===== src/rtl/ifetch_queue_pkg.sv =====
// Shared widths and reset defaults for the instruction fetch queue.
package ifetch_queue_pkg;

   localparam int unsigned WORD      = 64;
   localparam int unsigned INSTR_LEN = 32;
   localparam int unsigned STEP      = 4;
   localparam int unsigned DEPTH     = 4;
   localparam int unsigned STAT_W    = 32;
   localparam logic [WORD-1:0] RESET_PC = '0;

endpackage


===== src/rtl/ifetch_queue_fetch_fifo.sv =====
// Fetch queue storage: DEPTH entries with push, pop and flush.
// Flush beats push. A pop in the flush cycle still advances the read side.
module ifetch_queue_fetch_fifo #(
   parameter int unsigned WIDTH = 96,
   parameter int unsigned DEPTH = 4
) (
   input  logic                    clk,
   input  logic                    rst_n,
   input  logic                    flush,
   input  logic                    push,
   input  logic [WIDTH-1:0]        push_data,
   input  logic                    pop,
   output logic [WIDTH-1:0]        head_data,
   output logic [$clog2(DEPTH):0]  count
);

   localparam int unsigned PW = $clog2(DEPTH);
   localparam int unsigned CW = PW + 1;

   logic [WIDTH-1:0] mem [DEPTH];
   logic [PW-1:0]    rd_ptr;
   logic [PW-1:0]    wr_ptr;
   logic [PW-1:0]    rd_ptr_nxt_c;

   assign rd_ptr_nxt_c = pop ? rd_ptr + PW'(1) : rd_ptr;

   // Storage is cleared on reset so the head reads zero until the first write.
   always_ff @(posedge clk or negedge rst_n) begin
      if (!rst_n) begin
         rd_ptr <= '0;
         wr_ptr <= '0;
         count  <= '0;
         for (int i = 0; i < int'(DEPTH); i++) begin
            mem[i] <= '0;
         end
      end else if (flush) begin
         rd_ptr <= rd_ptr_nxt_c;
         wr_ptr <= rd_ptr_nxt_c;
         count  <= '0;
      end else begin
         rd_ptr <= rd_ptr_nxt_c;
         if (push) begin
            mem[wr_ptr] <= push_data;
            wr_ptr      <= wr_ptr + PW'(1);
         end
         count <= count + CW'(push) - CW'(pop);
      end
   end

   assign head_data = mem[rd_ptr];

endmodule


===== src/rtl/ifetch_queue.sv =====
// Instruction fetch stage: PC, redirect mux, 1-cycle imem interface and fetch queue.
// Optional build macro FETCH_STATS_EN adds redirect and stall counters.
module ifetch_queue #(
   parameter int unsigned     WORD      = ifetch_queue_pkg::WORD,
   parameter int unsigned     INSTR_LEN = ifetch_queue_pkg::INSTR_LEN,
   parameter int unsigned     STEP      = ifetch_queue_pkg::STEP,
   parameter int unsigned     DEPTH     = ifetch_queue_pkg::DEPTH,
   parameter logic [WORD-1:0] RESET_PC  = WORD'(ifetch_queue_pkg::RESET_PC)
) (
   input  logic                 clk,
   input  logic                 reset,
   input  logic                 redirect_valid,
   input  logic [WORD-1:0]      redirect_target,
   output logic                 imem_en,
   output logic [WORD-1:0]      imem_addr,
   input  logic [INSTR_LEN-1:0] imem_rdata,
   output logic                 out_valid,
   input  logic                 out_ready,
   output logic [INSTR_LEN-1:0] out_instr,
   output logic [WORD-1:0]      out_pc,
`ifdef FETCH_STATS_EN
   output logic [ifetch_queue_pkg::STAT_W-1:0] stat_redirects,
   output logic [ifetch_queue_pkg::STAT_W-1:0] stat_stall_cycles,
`endif
   output logic [WORD-1:0]      out_incremented_pc
);

   localparam int unsigned CW = $clog2(DEPTH) + 1;
   localparam int unsigned EW = INSTR_LEN + WORD;

   logic [WORD-1:0] fetch_pc;
   logic [WORD-1:0] inflight_pc;
   logic            inflight;
   logic [WORD-1:0] target_c;
   logic            redirect_c;
   logic            pop_c;
   logic            credit_c;
   logic [CW-1:0]   count;
   logic [EW-1:0]   head;
   logic            unused_target_lsbs;

   assign unused_target_lsbs = ^redirect_target[1:0];

   assign target_c   = {redirect_target[WORD-1:2], 2'b00};
   assign redirect_c = reset & redirect_valid;
   assign pop_c      = out_valid & out_ready;

   // Queue slots plus the outstanding response must never exceed DEPTH.
   assign credit_c = ((CW+1)'(count) + (CW+1)'(inflight)) < ((CW+1)'(DEPTH) + (CW+1)'(pop_c));

   assign imem_en   = reset & (redirect_valid | credit_c);
   assign imem_addr = redirect_c ? target_c : fetch_pc;

   always_ff @(posedge clk or negedge reset) begin
      if (!reset) begin
         fetch_pc    <= RESET_PC;
         inflight    <= 1'b0;
         inflight_pc <= RESET_PC;
      end else begin
         inflight <= imem_en;
         if (imem_en) begin
            inflight_pc <= imem_addr;
            fetch_pc    <= imem_addr + WORD'(STEP);
         end
      end
   end

   // A redirect flush also kills the response landing in the same cycle.
   ifetch_queue_fetch_fifo #(
      .WIDTH (EW),
      .DEPTH (DEPTH)
   ) u_fifo (
      .clk       (clk),
      .rst_n     (reset),
      .flush     (redirect_c),
      .push      (inflight),
      .push_data ({imem_rdata, inflight_pc}),
      .pop       (pop_c),
      .head_data (head),
      .count     (count)
   );

   assign out_valid          = (count != '0);
   assign out_instr          = head[EW-1:WORD];
   assign out_pc             = head[WORD-1:0];
   assign out_incremented_pc = out_valid ? out_pc + WORD'(STEP) : '0;

`ifdef FETCH_STATS_EN
   // Saturating event counters.
   always_ff @(posedge clk or negedge reset) begin
      if (!reset) begin
         stat_redirects    <= '0;
         stat_stall_cycles <= '0;
      end else begin
         if (redirect_c && (stat_redirects != '1)) begin
            stat_redirects <= stat_redirects + ifetch_queue_pkg::STAT_W'(1);
         end
         if (out_valid && !out_ready && (stat_stall_cycles != '1)) begin
            stat_stall_cycles <= stat_stall_cycles + ifetch_queue_pkg::STAT_W'(1);
         end
      end
   end
`endif

endmodule


===== config.mk =====
export PLATFORM = sky130hd
export DESIGN_NAME = ifetch_queue
export DESIGN_NICKNAME = d
export VERILOG_FILES = /design/src/rtl/ifetch_queue_pkg.sv /design/src/rtl/ifetch_queue_fetch_fifo.sv /design/src/rtl/ifetch_queue.sv
export SDC_FILE = /design/constraint.sdc
export NUM_CORES = 1
export LEC_CHECK = 0
export ABC_AREA = 1
export BUFFER_PORTS_ARGS = -buffer_cell sky130_fd_sc_hd__buf_2
export CORE_MARGIN = 2
export CORE_UTILIZATION = 39
export DETAILED_ROUTE_END_ITERATION = 6
export MAX_ROUTING_LAYER = met4
export SLEW_MARGIN = 5
export SYNTH_ARGS = -nofsm -noshare
export SYNTH_HDL_FRONTEND = slang
export SYNTH_SLANG_ARGS = --single-unit

===== constraint.sdc =====
create_clock -name clk -period 3.1 [get_ports clk]
set_input_delay 0.31 -clock clk [delete_from_list [all_inputs] [get_ports clk]]
set_output_delay 0.31 -clock clk [all_outputs]
set_load 0.005 [all_outputs]

==> flow_summary.toml <==
[timing]
clock_skew_ps = 24.2
clock.fmax_mhz = 301
rsz0062_at_grt = "true"
tns_ps = -5630
hold_violations = 0
worst_pin_slew_ps = 915
setup_violations = 47
slew_headroom = 0.390
maxSlewViolCount = 0
setup_ws_ps = -220
min_period_over_period = 1.07
finalCriticalPeriod_ps = 3320

[critical_path]
worstPathArrival_ps = 3010
crit_fanout = 6
crit_type = "flop to output port"
start_kind = "flop"
cp-end-kind = "output port"
required_ps = 2790

[route]
vias = 26507
firstDrtPassIters = 6
via_per_inst = 5.16
dr.first_iter.drc_count = 2507
antenna_left = 0
drc = 0
avgRoutedWirePerCell_um = 17.9
wl_um = 91800

[status]
violations = "setup timing"
run_status = "finished with violations"

[layout]
seq_area_mm2 = 0.0130
post-route-util = 0.506
fillers = 6955
drive_gt1_frac = 0.243
diodes = 0
area_growth_pct = 28.9
multiInputGateArea_mm2 = 0.0139
fin_nets = 4266

[global_routing]
track_usage = 0.254
grt_max_degree = 152
grt_util_met2 = 0.374
use_met3 = 0.0228
grt_use_met1 = 0.373
grt_pass1_wl_um = 139000
top_usage_layer = "met2"
antenna_found_initial = 1
first_global_vias = 24081
grt-ovfl-total = 0

[synth]
synth_edf_count = 0
ys_warn_count = 0
ys_types = 45
postSynthCellCount = 3757
syn-cell-area_mm2 = 0.0273
synth_top_cell_area_share = 0.474
synth_flop_cell = "dfrtp_1"
yosys-top-cells-area = "dfrtp_1 47%, nand2_1 17%, o21ai_0 9.7%"
ys_ff_latch = 518
synth_area_per_cell_um2 = 7.28
synth-seq-area-share = 0.474
synth.top_cells.by_count = "1266 x nand2_1, 528 x o21ai_0, 518 x dfrtp_1, 352 x nor2_1, 279 x inv_1"
yosys.area.top_type = "dfrtp_1"
synth-async-reset-ratio = 1.00
yosysMostFrequentCell = "nand2_1"
syn_nets = 3868

[place]
hpwlAfterDp_um = 60300
gp_congestion = 0.966
io_buffers = 323

[floorplanning]
ioPinCount = 326
die_area_mm2 = 0.0722
die_h_um = 269
coreArea_mm2 = 0.0697
die_w_um = 269
start_util = 0.393
std_cell_rows = 97

[cts]
numCtsBuffers = 56
clockBufferDepth = 3
cts-root-buf = "clkbuf_16"
htreeDepth = 2
clk_latency_ps = 620
cts.reportedPaths.clkPinSlew_ps = 60
cts_tree = "built"
cts_num_sinks = 518

[power_and_ir_drop]
power_density_mw_per_mm2 = 1130
p_int_mw = 22.3
power_frac_clock = 0.178
pwr-share-comb = 0.537
switching_power_mw = 17.7
switching_share = 0.443
leakagePower_nw = 17.2
seqPwrFrac = 0.285
peakVddDrop_mv = 0.846

[flow_run]
drv_cap = 0

[min_path]
hold_class = "primary input to flop"
critical path: stages, from the launching register on:
cell and delay, ps:
dfrtp_4 510, buf_12 160, buf_8 120, nand2_2 50, nand2_2 50, nand2_2 70, nand2_4 90, ha_4 140
inv_2 40, nor2_4 140, nand2_2 100, nor2_4 200, nand2_4 130, buf_4 160, buf_4 120, o21ai_0 130
a21oi_1 60, buf_2 130
power groups by stage:
| stage | registers, mW | logic (mW) | clock network, mW |
|---|---|---|---|
| 2_1_floorplan | 10.9 | 10.6 | 0 |
| 3_3_place_gp | 11.3 | 17.2 | 0 |
| 3_5_place_dp | 11.4 | 17.4 | 0 |
| 4_1_cts | 11.3 | 19.6 | 7.25 |
| 5_1_grt | 11.7 | 23.7 | 7.51 |
| 6_report | 11.4 | 21.5 | 7.10 |
state kept, by name (all words and copies together) (netlist names):
| register | cells |
|---|---|
| u_fifo.count | 3 |
| u_fifo.mem | 384 |
| inflight | 1 |
| u_fifo.rd_ptr | 2 |
| inflight_pc | 62 |
| u_fifo.wr_ptr | 2 |
| fetch_pc | 64 |
cells in the final DEF, fill, tap and decap left out, drive strengths merged:
cell / instances
nor3b: 2
xnor2: 2
clkbuf: 84
o22ai: 33
clkinvlp: 1
or2: 1
bufinv: 7
dlygate4sd3: 9
o21a: 22
a21oi: 90
a31oi: 17
clkinv: 14
a21o: 3
and2: 2
a21boi: 3
nor3: 11
bufbuf: 2
inv: 289
buf: 536
ha: 10
o211ai: 25
xor2: 4
nand3: 275
nand3b: 5
nand2: 1280
fa: 1
mux2: 4
dfrtp: 518
o21bai: 3
nand4: 16
o21ai: 550
nor2: 382
repair_timing:
action,4_1_cts,5_1_grt
hold endpoints to repair,127,0
buffers inserted,42,29
gates resized for setup,268,241
endpoints found under the setup margin,55,59
hold buffers,9,0
pin swaps,44,76
cloned,12,3
path summary, 6_finish.rpt:
check | from | end | slack [ps] | cells past startpoint
worst max-delay path | u_fifo.rd_ptr[0]$_DFF_PN0_ | out_incremented_pc[18] | -220 | 17
worst min-delay path | imem_rdata[20] | u_fifo.mem[180]$_DFFE_PN0P_ | 20 | 3
worst max register to register | u_fifo.count[0]$_DFF_PN0_ | fetch_pc[44]$_DFFE_PN0P_ | 590 | 10
worst min register to register | u_fifo.mem[289]$_DFFE_PN0P_ | u_fifo.mem[289]$_DFFE_PN0P_ | 480 | 2
max in group asynchronous | reset | u_fifo.rd_ptr[0]$_DFF_PN0_ | 1190 | 4
min in group asynchronous | reset | inflight_pc[2]$_DFFE_PN0P_ | 440 | 3
layer usage:
layer	up-vias	wire length (µm)
met4	0	2640
met5	-	0
li1	12916	-
met3	148	5240
met2	918	40400
met1	12525	43500
cell families after synthesis:
family | share of synthesized area
AO/OA/AOI/OAI | 0.145
XOR/XNOR | 0.00192
adder cells (fa/ha/maj) | 0.00531
buffers and inverters | 0.0787
flip-flops | 0.474
multiplexers | 0.00165
AND/OR/NAND/NOR | 0.293
through the flow:
| step | hold WS [ps] | setup slack [ps] | std cells | instance area [µm²] | power [mW] |
|---|---|---|---|---|---|
| 6_report | 17.8 | -220 | 5141 | 35200 | 39.9 |
| 5_1_grt | 17.6 | -371 | 5141 | 35200 | 42.9 |
| 4_1_cts | 0.101 | -213 | 5110 | 34000 | 38.2 |
| 3_5_place_dp | 468 | 88.9 | 4943 | 30400 | 28.8 |
| 3_3_place_gp | 460 | 106 | 4943 | 30400 | 28.5 |
| 2_1_floorplan | 14.4 | 709 | 3757 | 27300 | 21.4 |
final cells by class:
cell class                      count  area share
Inverter                          288      0.0315
Clock inverter                     23     0.00884
Sequential cell                   518       0.368
Tap cell                          940      0.0334
Clock buffer                       81      0.0467
Multi-Input combinational cell   2741       0.394
Timing Repair Buffer              550       0.117
No activity file was read; power rests on OpenSTA's default activity.
